[config.mk]
export PLATFORM = sky130hd
export DESIGN_NAME = mux_select_scheduler
export DESIGN_NICKNAME = d
export VERILOG_FILES = /design/src/rtl/mux_sched_pkg.sv /design/src/rtl/rr_next_channel.sv /design/src/rtl/mux_select_scheduler.sv
export SDC_FILE = /design/constraint.sdc
export NUM_CORES = 1
export LEC_CHECK = 0
export CORE_UTILIZATION = 55
export CTS_CLUSTER_DIAMETER = 30
export CTS_CLUSTER_SIZE = 20
export DETAILED_ROUTE_END_ITERATION = 10
export PLACE_DENSITY_LB_ADDON = 0.12
export SLEW_MARGIN = 20
export SYNTH_ARGS = -nofsm -noshare
export SYNTH_HDL_FRONTEND = slang
export SYNTH_SLANG_ARGS = --single-unit
export TNS_END_PERCENT = 5
[constraint.sdc]
create_clock -name clk -period 6.2 [get_ports clk]
set_input_delay 1.24 -clock clk [delete_from_list [all_inputs] [get_ports clk]]
set_output_delay 1.24 -clock clk [all_outputs]
set_load 0.05 [all_outputs]
[src/rtl/mux_sched_pkg.sv]
// -----------------------------------------------------------------------------
// mux_sched_pkg
// Shared definitions for the stream-mux select scheduler:
//   - sched_state_t : scheduler FSM states
//   - SEL_WIDTH     : default width of the mux select bus
// -----------------------------------------------------------------------------
package mux_sched_pkg;

  localparam int SEL_WIDTH = 4;

  typedef enum logic [2:0] {
    IDLE    = 3'd0,
    LOAD    = 3'd1,
    HOLD    = 3'd2,
    SWITCH  = 3'd3,
    LINKRST = 3'd4
  } sched_state_t;

endpackage

[src/rtl/rr_next_channel.sv]
// -----------------------------------------------------------------------------
// rr_next_channel
// Purely combinational channel picker for the round-robin scheduler.
// Ports:
//   cur_sel      in  SEL_WIDTH  currently selected channel
//   channel_mask in  N_INPUTS   eligible channels
//   next_sel     out SEL_WIDTH  lowest set bit strictly above cur_sel,
//                               wrapping to the lowest set bit
//   lowest_sel   out SEL_WIDTH  lowest set bit of channel_mask
//   mask_empty   out 1          no channel eligible
// With a single set bit, next_sel equals that bit (the channel reselects
// itself). Outputs are 0 when the mask is empty.
// -----------------------------------------------------------------------------
module rr_next_channel
  import mux_sched_pkg::*;
#(
  parameter int N_INPUTS  = 16,
  parameter int SEL_WIDTH = mux_sched_pkg::SEL_WIDTH
) (
  input  logic [SEL_WIDTH-1:0] cur_sel,
  input  logic [N_INPUTS-1:0]  channel_mask,
  output logic [SEL_WIDTH-1:0] next_sel,
  output logic [SEL_WIDTH-1:0] lowest_sel,
  output logic                 mask_empty
);

  // Eligible channels strictly above the current one.
  logic [N_INPUTS-1:0] above_mask;

  generate
    for (genvar gi = 0; gi < N_INPUTS; gi++) begin : g_above
      assign above_mask[gi] = channel_mask[gi] && (32'(gi) > 32'(cur_sel));
    end
  endgenerate

  logic [SEL_WIDTH-1:0] above_sel;

  // Scan downwards so the last hit is the lowest set bit.
  always_comb begin
    lowest_sel = '0;
    above_sel  = '0;
    for (int i = N_INPUTS - 1; i >= 0; i--) begin
      if (channel_mask[i]) lowest_sel = SEL_WIDTH'(i);
      if (above_mask[i])   above_sel  = SEL_WIDTH'(i);
    end
  end

  assign mask_empty = (channel_mask == '0);
  assign next_sel   = (above_mask != '0) ? above_sel : lowest_sel;

endmodule

[src/rtl/mux_select_scheduler.sv]
// -----------------------------------------------------------------------------
// mux_select_scheduler
// Drives output_select of the 16-input stream data mux. Fixed mode holds one
// channel; round-robin mode rotates through channel_mask, dwelling
// dwell_orbits orbits per channel. Channel changes happen only at orbit
// boundaries and never while the mux output is stalled mid-beat.
// Ports:
//   clk, resetn      clock, asynchronous active-low reset
//   enable           run; 0 forces IDLE (select holds, select_valid = 0)
//   rr_mode          1 = round-robin, 0 = fixed
//   fixed_select     channel for fixed mode (>= N_INPUTS clamps to 0)
//   channel_mask     round-robin eligibility mask
//   dwell_orbits     orbits per channel, 0 behaves as 1
//   fc_orbitSync     single-cycle orbit marker
//   fc_linkReset     link reset; parks the scheduler until released
//   out_tvalid/ready mux output handshake (monitor only)
//   output_select    select to the mux
//   select_valid     output_select is actively scheduled
//   switch_pending   boundary reached, waiting for the bus to unstall
//   switch_count     completed switches (wraps)
// -----------------------------------------------------------------------------
module mux_select_scheduler
  import mux_sched_pkg::*;
#(
  parameter int N_INPUTS        = 16,
  parameter int SEL_WIDTH       = mux_sched_pkg::SEL_WIDTH,
  parameter int ORBIT_CNT_WIDTH = 16
) (
  input  logic                       clk,
  input  logic                       resetn,
  input  logic                       enable,
  input  logic                       rr_mode,
  input  logic [SEL_WIDTH-1:0]       fixed_select,
  input  logic [N_INPUTS-1:0]        channel_mask,
  input  logic [ORBIT_CNT_WIDTH-1:0] dwell_orbits,
  input  logic                       fc_orbitSync,
  input  logic                       fc_linkReset,
  input  logic                       out_tvalid,
  input  logic                       out_tready,
  output logic [SEL_WIDTH-1:0]       output_select,
  output logic                       select_valid,
  output logic                       switch_pending,
  output logic [ORBIT_CNT_WIDTH-1:0] switch_count
);

  sched_state_t               state_reg,   state_next;
  logic [SEL_WIDTH-1:0]       sel_reg,     sel_next;
  logic                       valid_reg,   valid_next;
  logic                       pending_reg, pending_next;
  logic [ORBIT_CNT_WIDTH-1:0] count_reg,   count_next;
  logic [ORBIT_CNT_WIDTH-1:0] dwell_reg,   dwell_next;

  logic                       stall;
  logic [SEL_WIDTH-1:0]       fixed_clamped;
  logic [SEL_WIDTH-1:0]       rr_next_sel;
  logic [SEL_WIDTH-1:0]       rr_lowest_sel;
  logic                       mask_empty;
  logic                       cur_bit;
  logic [ORBIT_CNT_WIDTH-1:0] dwell_inc;
  logic [ORBIT_CNT_WIDTH-1:0] dwell_lim;

  assign stall         = out_tvalid & ~out_tready;
  assign fixed_clamped = (32'(fixed_select) >= 32'(N_INPUTS)) ? '0 : fixed_select;
  // Whether the channel currently on air is still in the mask.
  assign cur_bit       = |(channel_mask & (N_INPUTS'(1) << sel_reg));
  assign dwell_inc     = dwell_reg + 1'b1;
  assign dwell_lim     = (dwell_orbits == '0) ? ORBIT_CNT_WIDTH'(1) : dwell_orbits;

  rr_next_channel #(
    .N_INPUTS  (N_INPUTS),
    .SEL_WIDTH (SEL_WIDTH)
  ) u_rr_next (
    .cur_sel      (sel_reg),
    .channel_mask (channel_mask),
    .next_sel     (rr_next_sel),
    .lowest_sel   (rr_lowest_sel),
    .mask_empty   (mask_empty)
  );

  always_ff @(posedge clk or negedge resetn) begin
    if (!resetn) begin
      state_reg   <= IDLE;
      sel_reg     <= '0;
      valid_reg   <= 1'b0;
      pending_reg <= 1'b0;
      count_reg   <= '0;
      dwell_reg   <= '0;
    end else begin
      state_reg   <= state_next;
      sel_reg     <= sel_next;
      valid_reg   <= valid_next;
      pending_reg <= pending_next;
      count_reg   <= count_next;
      dwell_reg   <= dwell_next;
    end
  end

  always_comb begin
    state_next   = state_reg;
    sel_next     = sel_reg;
    pending_next = pending_reg;
    count_next   = count_reg;
    dwell_next   = dwell_reg;

    if (!enable) begin
      state_next   = IDLE;
      pending_next = 1'b0;
    end else if (fc_linkReset) begin
      // Link reset outranks a coincident orbit marker.
      state_next   = LINKRST;
      dwell_next   = '0;
      pending_next = 1'b0;
    end else begin
      unique case (state_reg)
        IDLE, LINKRST: state_next = LOAD;

        LOAD: begin
          if (rr_mode && mask_empty) begin
            sel_next = '0;
          end else begin
            sel_next   = rr_mode ? rr_lowest_sel : fixed_clamped;
            state_next = HOLD;
            dwell_next = '0;
          end
        end

        HOLD: begin
          if (fc_orbitSync) begin
            dwell_next = dwell_inc;
            if (rr_mode) begin
              // >= so that lowering dwell_orbits mid-dwell still moves on.
              if ((dwell_inc >= dwell_lim) || !cur_bit) state_next = SWITCH;
            end else if (fixed_clamped != sel_reg) begin
              state_next = SWITCH;
            end
          end
        end

        SWITCH: begin
          if (stall) begin
            pending_next = 1'b1;
          end else begin
            pending_next = 1'b0;
            if (rr_mode && mask_empty) begin
              state_next = LOAD;
            end else begin
              sel_next   = rr_mode ? rr_next_sel : fixed_clamped;
              state_next = HOLD;
              dwell_next = '0;
              count_next = count_reg + 1'b1;
            end
          end
        end

        default: state_next = IDLE;
      endcase
    end

    // Registered alongside the state so it tracks HOLD/SWITCH exactly.
    valid_next = (state_next == HOLD) || (state_next == SWITCH);
  end

  assign output_select  = sel_reg;
  assign select_valid   = valid_reg;
  assign switch_pending = pending_reg;
  assign switch_count   = count_reg;

endmodule

-- Word-level counts from Yosys, hierarchy flattened
Index checks and enable logic that the tools add are counted.
- register bits after elaboration: 41
- bits of input ports: 44
- $add $sub $neg: 2
- $lt $le $gt $ge: 16
- equal/unequal tests: 12
- shift-type cells: 1
- muxes and demuxes: 58
- bitwise operators: 6
- reduce and logical (&&, ||, !) cells: 30
- operators with widths (cell ; number):
    $mux 4 ; 37
    $mux 16 ; 5
    $pmux 16 s3 ; 1
    $add 16x1->16 const B ; 2
    $gt 4x4->1 const A ; 8
    $logic_not 16->1 ; 2
    $mux 3 ; 8
    $and 16x16->16 ; 1
    $ge 16x16->1 ; 1
    $gt 3x4->1 const A ; 4
    $logic_and 1x1->1 ; 16
    $reduce_bool 16->1 ; 1
    $reduce_or 16->1 ; 1
    $shl 1x4->16 const A ; 1
    $eq 3x2->1 const B ; 4
    $pmux 3 s4 ; 1
    $reduce_and 5->1 ; 2
    $gt 2x4->1 const A ; 2
    $pmux 4 s2 ; 1
    $ne 3x3->1 const B ; 2
    $gt 1x4->1 const A ; 1
    $mux 1 ; 4
    $ne 2x2->1 const B ; 2
    $ne 4x4->1 ; 1
    13 further kinds ; 17

-- Logic depth before layout (Yosys ltp)
Gate-level depths: netlist of the first run.
- word-level depth: 22
- depth in mapped cells: 12

-- Hierarchy
Synthesis of the first run repeated with hierarchy kept, for this count alone.
- cells, all modules: 406
- area, all modules: 3388.2 sq um
- by module, submodules not included (module ; instances ; cells an instance ; area each (sq um)):
    mux_select_scheduler ; 1 ; 304 ; 2762.6
    rr_next_channel ; 1 ; 102 ; 625.6

-- Worst setup path before layout of the first run
No wires, ideal clock.
- path kind: input to register
- start: input port channel_mask[9]
- end: register count_reg[1], in the netlist switch_count[1]
- library setup time: 128 ps
- arrival time: 2837 ps
- required time: 6072 ps
- path slack: 3236 ps
- stages on the path: 5
- buffers on the path: 0
- cell sequence: or4_4 or4_4 nor2_2 nor2_1 mux2_1
- word-level cells in the longest chain between the ends: 4
- RTL lines (what ; line ; source):
    start: declaration ; mux_select_scheduler.sv:34 ; input logic [N_INPUTS-1:0] channel_mask,
    $logic_not 16->1 ; rr_next_channel.sv:48 ; assign mask_empty = (channel_mask == '0);
    $logic_and 1x1->1 ; mux_select_scheduler.sv:144 ; if (rr_mode && mask_empty) begin
    $not 1->1 (no line) ; n/a ;
    $reduce_and 5->1 (no line) ; n/a ;
    end signal: assignment ; mux_select_scheduler.sv:93 ; count_reg <= count_next;
    end: declaration ; mux_select_scheduler.sv:50 ; logic [ORBIT_CNT_WIDTH-1:0] count_reg, count_next;
Every way passes these cells.
A chain may end at the register's enable or synchronous reset.

-- Worst setup path in the final report of the first run
- start: input port channel_mask[9]
- end: register dwell_reg[6]
- word-level cells in the longest chain between the ends: 6
- RTL lines (what ; line ; source):
    $logic_not 16->1 * ; rr_next_channel.sv:48 ;
    $logic_and 1x1->1 * ; mux_select_scheduler.sv:118, mux_select_scheduler.sv:144 ;
    $mux 16 * ; n/a ;
    $mux 16 ; n/a ;
    $pmux 16 s3 * ; n/a ;
    $mux 16 * ; n/a ;
    end signal: assignment ; mux_select_scheduler.sv:94 ; dwell_reg <= dwell_next;
    end: declaration ; mux_select_scheduler.sv:51 ; logic [ORBIT_CNT_WIDTH-1:0] dwell_reg, dwell_next;
Every way passes the cells marked *; elsewhere a longest branch is shown, timed or not. The select of a mux whose other input is x is not followed.

==> impl_summary.log, run 1 <==
[metrics] Reg2Reg Setup Slack: 2860 ps
[metrics] H-tree depth: 2
[metrics] leftover overflow at the end of global routing: 0
[metrics] WL met1: 4300 microns
[metrics] number of cell rows: 28
[metrics] Vert. Die Dim: 80.6 microns
[metrics] via count of the first global-routing pass: 3123
[metrics] clock tree root buffer cell: sky130_fd_sc_hd__clkbuf_8
[metrics] starting utilization of the core area: 57.1%
[metrics] cell internal pwr: 470 uW
[metrics] dominant cell by count in the synthesized netlist: sky130_fd_sc_hd__nor2_1
[metrics] total power per unit cell area: 174 nW/um^2
[metrics] number of buffers added to fix hold violations after cts: 0
[metrics] number of input and output port buffers inserted: 65
[metrics] Max Fanout on Critical Path: 16
[metrics] number of nets with antenna violations after routing: 0
[metrics] global-route wire length before repair: 14700 microns
[metrics] largest net degree at the start of global routing: 42
[metrics] FF-to-FF Start: dwell_reg[7]
[metrics] proportion of synthesized area in mux cells: 1.95%
[metrics] Worst Tran Pin Value: 909 ps
[metrics] Final Setup Violations: 0
[metrics] share of flip-flops with an asynchronous set or reset after synthesis: 100%
[metrics] DRT Pass-1 Iters: 4
[metrics] number of enable-type register cells in the synthesized netlist: 0
[metrics] number of antenna violations at the first check in global routing: 0
[metrics] clock tree skew after final layout: 10.5 ps
[metrics] Leak: 0.00183 uW
[metrics] number of nets in the final layout: 517
[metrics] detail-routed net length per standard cell: 16.8 microns
[metrics] core area: 5960 sq um
[metrics] clock net sink count: 41
[metrics] top post-synthesis cells by count: sky130_fd_sc_hd__nor2_1 (42), sky130_fd_sc_hd__dfrtp_1 (41), sky130_fd_sc_hd__inv_1 (28), sky130_fd_sc_hd__nand2_1 (22)
[metrics] Tot GR Track Use: 29.4%
[metrics] via count: 3284
[metrics] arrival time worst endpoint: 3940 ps
[metrics] number of top-level design ports: 66
[metrics] start point of the critical path: channel_mask[9]
[metrics] total count of max-transition violations in the final report: 0
[metrics] Met3 Wirelength: 664 microns
[metrics] XOR/XNOR Fraction of Synth Area: 8.50%
[metrics] Resized cells post-CTS: 0
[metrics] post-route DRC violation count: 0
[metrics] final critical delay including setup and external delays: 3730 ps
[metrics] leading area contributor after synthesis: sky130_fd_sc_hd__dfrtp_1
[metrics] fraction of the mapped netlist area in adder cells: 6.62%
[metrics] sum of negative setup slack: 0 ps
[metrics] worst max-slew margin expressed relative to the limit: 39.4%
[metrics] share of power burned in the clock network: 28.5%
[metrics] setup repair after global routing missed its margin: false
[metrics] layout overhead on the synthesized area: 22.7%
[metrics] antenna cells: 0
[metrics] unique cell type count in the Yosys netlist: 71
[metrics] clock network latency to the later pin of the worst-skew pair: 300 ps
[metrics] DR top layer: met4
[metrics] outcome: completed
[metrics] amount of wire on met2 after detailed routing: 3890 microns
[metrics] final count of hold timing violations: 0
[metrics] gate count of the mapped netlist: 400
[metrics] sort of element at the end of the critical path: flop
[metrics] Primary FF master, synth: sky130_fd_sc_hd__dfrtp_1
[metrics] Core Util, Final: 70.0%
[metrics] global placement routability congestion: 0.857
[metrics] switching component of the power: 254 uW
[metrics] post-CTS setup repair buffer count: 0
[metrics] combinational power share: 27.7%
[metrics] CP required: 6410 ps
[metrics] post-synth net total: 462
[metrics] clock tree from TritonCTS: built
[metrics] achievable clock frequency: 268 MHz
[metrics] critical setup path kind: in2reg
[metrics] mean instance size in the synthesized netlist: 8.50 sq um
[metrics] crit path to: dwell_reg[6]
[metrics] drt initial violations: 324
[metrics] Yosys top cell area share: 30.2%
[metrics] period utilisation layout: 60.2%
[metrics] fraction of the mapped netlist area in simple logic gates: 23.4%
[metrics] worst hold-check path type: reg2reg
[metrics] number of cell instances on the worst register-to-register path: 10
[metrics] synth warn: 0
[metrics] Via-to-Cell Ratio: 6.18
[metrics] Horiz. Die Dim: 80.6 microns
[metrics] complex-gate fraction of the synthesized area: 24.1%
[metrics] die footprint: 6500 sq um
[metrics] max-cap violations: 0
[metrics] main combinational cell family by area after synthesis: compound AO/OA/AOI/OAI gates
[metrics] clock slew at the register clock pins of the worst setup and hold paths: 90 ps
[metrics] Final HPWL DP: 6740 microns
[metrics] number of synthesized register bits: 41
[metrics] Num CTS Buffers: 5
[metrics] mapped cell area: 3400 sq um
[metrics] portion of total power attributed to sequential cells: 43.8%
[metrics] Switching Fraction: 35.1%
[metrics] leading cell types by total area after synthesis: sky130_fd_sc_hd__dfrtp_1 (30%), sky130_fd_sc_hd__ha_1 (6.6%), sky130_fd_sc_hd__nor2_1 (4.6%)
[metrics] fraction of layout instances using a drive strength above 1: 7.02%
[metrics] share of the yosys chip area belonging to registers: 30.2%
[metrics] CTS max path bufs: 2
[metrics] worst supply voltage drop on vdd: 0.000148 V
[metrics] type of origin of the critical path: input port
[metrics] DRT Wirelength: 8920 microns
[metrics] reg-to-reg endpoint: state_reg[0]
==> logic make-up (layout without fill, tap and decap cells) <==
family          count (synthesis)  count (layout)
simple gates                  148             148
compound gates                110             110
buf+inv                        45             101
flops                          41              41
xor+xnor                       33              33
fa+ha+maj                      18              18
mux                             5               5
==> per-layer routing <==
layer,vias up,track usage (%)
li1,1595,-
met1,1553,42.6
met2,128,45.2
met3,8,6.25
met4,0,5.36
met5,-,0
==> worst min path at each step <==
stage	slack, ps	startpoint	cells after the start	endpoint
floorplan	480	dwell_reg[13]	1	dwell_reg[13]
global placement	460	switch_count[15]	1	switch_count[15]
detailed placement	460	switch_count[15]	1	switch_count[15]
CTS	480	switch_count[15]	1	switch_count[15]
global route	500	switch_count[15]	1	switch_count[15]
finish	470	switch_count[15]	1	switch_count[15]
==> cell type report <==
cell class / instances / area [sq um]
Multi-Input combinational cell: 314 / 2190
Fill cell: 510 / 1790
Timing Repair Buffer: 65 / 646
Clock inverter: 1 / 8.76
Tap cell: 75 / 93.8
Sequential cell: 41 / 1030
Clock buffer: 7 / 96.3
Inverter: 28 / 105
==> stage by stage <==
step | area [sq um] | hold WS (ps) | power [uW] | std cells | worst slack [ps]
2_1_floorplan | 3400 | 483 | 439 | 400 | 3240
3_3_place_gp | 4070 | 462 | 519 | 523 | 2260
3_5_place_dp | 4070 | 463 | 519 | 523 | 2190
4_1_cts | 4170 | 477 | 723 | 531 | 2480
5_1_grt | 4170 | 505 | 755 | 531 | 2300
6_report | 4170 | 469 | 724 | 531 | 2470
==> power by group through the flow <==
| stage | Sequential (uW) | Combinational, uW | Clock, uW |
|---|---|---|---|
| 2_1_floorplan | 311 | 128 | 0 |
| 3_3_place_gp | 321 | 198 | 0 |
| 3_5_place_dp | 321 | 198 | 0 |
| 4_1_cts | 316 | 199 | 208 |
| 5_1_grt | 321 | 218 | 216 |
| 6_report | 317 | 200 | 207 |
==> placed cells by master (no fill, tap or decap), types with 3 or more instances in the layout <==
cell                              instances
sky130_fd_sc_hd__clkdlybuf4s50_1         64
sky130_fd_sc_hd__nor2_1                  42
sky130_fd_sc_hd__dfrtp_1                 41
sky130_fd_sc_hd__inv_1                   28
sky130_fd_sc_hd__nand2_1                 22
sky130_fd_sc_hd__o21ai_0                 18
sky130_fd_sc_hd__ha_1                    18
sky130_fd_sc_hd__nand3_1                 17
sky130_fd_sc_hd__xor2_1                  17
sky130_fd_sc_hd__xnor2_1                 16
sky130_fd_sc_hd__a21oi_1                 15
sky130_fd_sc_hd__nor3_1                  10
sky130_fd_sc_hd__nand4_1                  9
sky130_fd_sc_hd__nor2b_1                  8
sky130_fd_sc_hd__nand2b_1                 8
sky130_fd_sc_hd__a32o_1                   8
sky130_fd_sc_hd__o31ai_1                  7
sky130_fd_sc_hd__clkbuf_8                 7
sky130_fd_sc_hd__nor4_1                   6
sky130_fd_sc_hd__a21boi_0                 5
sky130_fd_sc_hd__and3_1                   5
sky130_fd_sc_hd__a211o_1                  4
sky130_fd_sc_hd__a211oi_1                 4
sky130_fd_sc_hd__o22ai_1                  4
sky130_fd_sc_hd__a21o_1                   3
sky130_fd_sc_hd__a31oi_1                  3
sky130_fd_sc_hd__a221oi_1                 3
sky130_fd_sc_hd__o41ai_1                  3
sky130_fd_sc_hd__or4_4                    3
sky130_fd_sc_hd__a21bo_2                  3
==> critical path, stage by stage <==
cell and delay, ps:
sky130_fd_sc_hd__clkdlybuf4s50_1 510, sky130_fd_sc_hd__or4_4 610, sky130_fd_sc_hd__nor4_4 480, sky130_fd_sc_hd__a21oi_2 140
sky130_fd_sc_hd__o31ai_4 600, sky130_fd_sc_hd__o21ai_0 250, sky130_fd_sc_hd__o31ai_1 110
Note: power is estimated with default switching activity, not from simulation.
==> run 2: changes to the inputs <==
--- a/config.mk
+++ b/config.mk
@@ -5,7 +5,7 @@
 export SDC_FILE = /design/constraint.sdc
 export NUM_CORES = 1
 export LEC_CHECK = 0
-export CORE_UTILIZATION = 55
+export CORE_UTILIZATION = 53
 export CTS_CLUSTER_DIAMETER = 30
 export CTS_CLUSTER_SIZE = 20
 export DETAILED_ROUTE_END_ITERATION = 10
==> constraint.sdc (replaced) <==
create_clock -name clk -period 3.6 [get_ports clk]
set_input_delay 0.72 -clock clk [delete_from_list [all_inputs] [get_ports clk]]
set_output_delay 0.72 -clock clk [all_outputs]
set_load 0.05 [all_outputs]
==> impl_summary.log, run 2 (synthesized netlist as in run 1, its figures left out) <==
[metrics] Max Fanout on Critical Path: 6
[metrics] CTS max path bufs: 2
[metrics] drt initial violations: 249
[metrics] starting utilization of the core area: 56.1%
[metrics] global-route wire length before repair: 14500 microns
[metrics] layout overhead on the synthesized area: 25.0%
[metrics] number of placed instances, taps included: 529
[metrics] sort of element at the end of the critical path: flop
[metrics] Horiz. Die Dim: 82.1 microns
[metrics] final count of hold timing violations: 0
[metrics] CP required: 3830 ps
[metrics] most common cell after layout, fill and taps aside: sky130_fd_sc_hd__clkdlybuf4s50_1
[metrics] via count: 3274
[metrics] antenna cells: 0
[metrics] worst max-slew margin expressed relative to the limit: 37.3%
[metrics] die footprint: 6740 sq um
[metrics] clock tree skew after final layout: 10.0 ps
[metrics] Final HPWL DP: 6770 microns
[metrics] outcome: completed
[metrics] leftover overflow at the end of global routing: 0
[metrics] number of nets with antenna violations after routing: 0
[metrics] DRT Pass-1 Iters: 5
[metrics] DRT Wirelength: 8930 microns
[metrics] layout filler cell count: 508
[metrics] total count of max-transition violations in the final report: 0
[metrics] Via-to-Cell Ratio: 6.10
[metrics] number of top-level design ports: 66
[metrics] Final Setup Violations: 0
[metrics] largest net degree at the start of global routing: 42
[metrics] commonest cells after routing, fill and taps aside: sky130_fd_sc_hd__clkdlybuf4s50_1 (64), sky130_fd_sc_hd__nor2_1 (42), sky130_fd_sc_hd__dfrtp_1 (41), sky130_fd_sc_hd__inv_1 (28), sky130_fd_sc_hd__nand2_1 (22)
[metrics] critical setup path kind: reg2reg
[metrics] core area: 6060 sq um
[metrics] clock network latency to the later pin of the worst-skew pair: 300 ps
[metrics] number of nets in the final layout: 523
[metrics] clock tree from TritonCTS: built
[metrics] Resized cells post-CTS: 0
[metrics] fraction of layout instances using a drive strength above 1: 8.23%
[metrics] worst hold-check path type: reg2reg
[metrics] arrival time worst endpoint: 3400 ps
[metrics] number of cell rows: 28
[metrics] post-route DRC violation count: 0
[metrics] worst supply voltage drop on vdd: 0.000263 V
[metrics] global placement routability congestion: 0.898
[metrics] Tot GR Track Use: 28.4%
[metrics] period utilisation layout: 88.0%
[metrics] number of buffers added to fix hold violations after cts: 0
[metrics] sum of negative setup slack: 0 ps
[metrics] post-CTS setup repair buffer count: 0
[metrics] number of antenna violations at the first check in global routing: 0
[metrics] achievable clock frequency: 316 MHz
[metrics] type of origin of the critical path: flop
[metrics] via count of the first global-routing pass: 3028
[metrics] total power per unit cell area: 318 nW/um^2
[metrics] H-tree depth: 2
[metrics] clock slew at the register clock pins of the worst setup and hold paths: 90 ps
[metrics] Vert. Die Dim: 82.1 microns
[metrics] final critical delay including setup and external delays: 3170 ps
[metrics] max-cap violations: 0
[metrics] clock net sink count: 41
[metrics] Worst Tran Pin Value: 940 ps
[metrics] setup repair after global routing missed its margin: false
[metrics] detail-routed net length per standard cell: 16.6 microns
[metrics] Leak: 0.00187 uW
[metrics] Num CTS Buffers: 5
[metrics] number of input and output port buffers inserted: 65
[metrics] clock tree root buffer cell: sky130_fd_sc_hd__clkbuf_8
[metrics] final non-filler cell total: 537
## run 2: changes by cell type in the layout (fill, tap and decap cells not counted), sizes merged
cell / delta
clkbuf: -2
bufinv: +2
buf: +6
## run 2: power by group
| part | switching (uW) | internal [uW] | total (uW) | leakage [uW] |
|---|---|---|---|---|
| Clock | 169 | 279 | 448 | 0.0000687 |
| Combinational | 209 | 167 | 376 | 0.00124 |
| Sequential | 54.9 | 472 | 527 | 0.000562 |
| Total | 433 | 919 | 1350 | 0.00187 |
## run 2: layout make-up
class / count / area, sq um / area share, %
Multi-Input combinational cell: 314 / 2190 / 51.7
Sequential cell: 41 / 1030 / 24.2
Tap cell: 75 / 93.8 / 2.21
Timing Repair Buffer: 71 / 691 / 16.3
Inverter: 28 / 105 / 2.47
Clock buffer: 5 / 68.8 / 1.62
Clock inverter: 3 / 68.8 / 1.62
## run 2: per-layer routing
layer | share of wire, % | up-vias | GRT usage (%)
met4 | 1.2 | 0 | 7.72
met3 | 6.7 | 12 | 5.49
met2 | 43 | 120 | 42.6
met5 | 0 | - | 0
li1 | - | 1599 | -
met1 | 49 | 1543 | 41.5
## run 2: critical path: stages, from the launching register on
cell and delay [ps]:
sky130_fd_sc_hd__dfrtp_1 470, sky130_fd_sc_hd__ha_1 270, sky130_fd_sc_hd__and3_1 250, sky130_fd_sc_hd__nand4_1 240, sky130_fd_sc_hd__nor3_1 290, sky130_fd_sc_hd__xor2_1 280, sky130_fd_sc_hd__ha_1 190, sky130_fd_sc_hd__nand4_1 140
sky130_fd_sc_hd__or3b_2 460, sky130_fd_sc_hd__o2111a_1 150, sky130_fd_sc_hd__a31o_2 230, sky130_fd_sc_hd__a21oi_1 130
## run 2: path summary, 6_finish.rpt
check | start | to | slack [ps] | cells past startpoint
min in group asynchronous | resetn | output_select[0] | 550 | 1
max in group asynchronous | resetn | switch_count[13] | 2450 | 1
setup / recovery | dwell_reg[0] | state_reg[0] | 430 | 11
hold / removal | switch_count[15] | switch_count[15] | 480 | 1
setup reg to reg | dwell_reg[0] | state_reg[0] | 430 | 11
hold reg to reg | switch_count[15] | switch_count[15] | 480 | 1
## run 2: metrics by stage
step,setup WS [ps],hold WS (ps),util [%],area (sq um),total power [uW]
final,432,478,70.1,4250,1350
after global routing,231,503,70.1,4250,1420
after CTS,470,483,70.1,4250,1350
after detailed placement,442,466,67.8,4110,906
after global placement,469,462,67.8,4110,908
after floorplan,684,424,-,3400,756
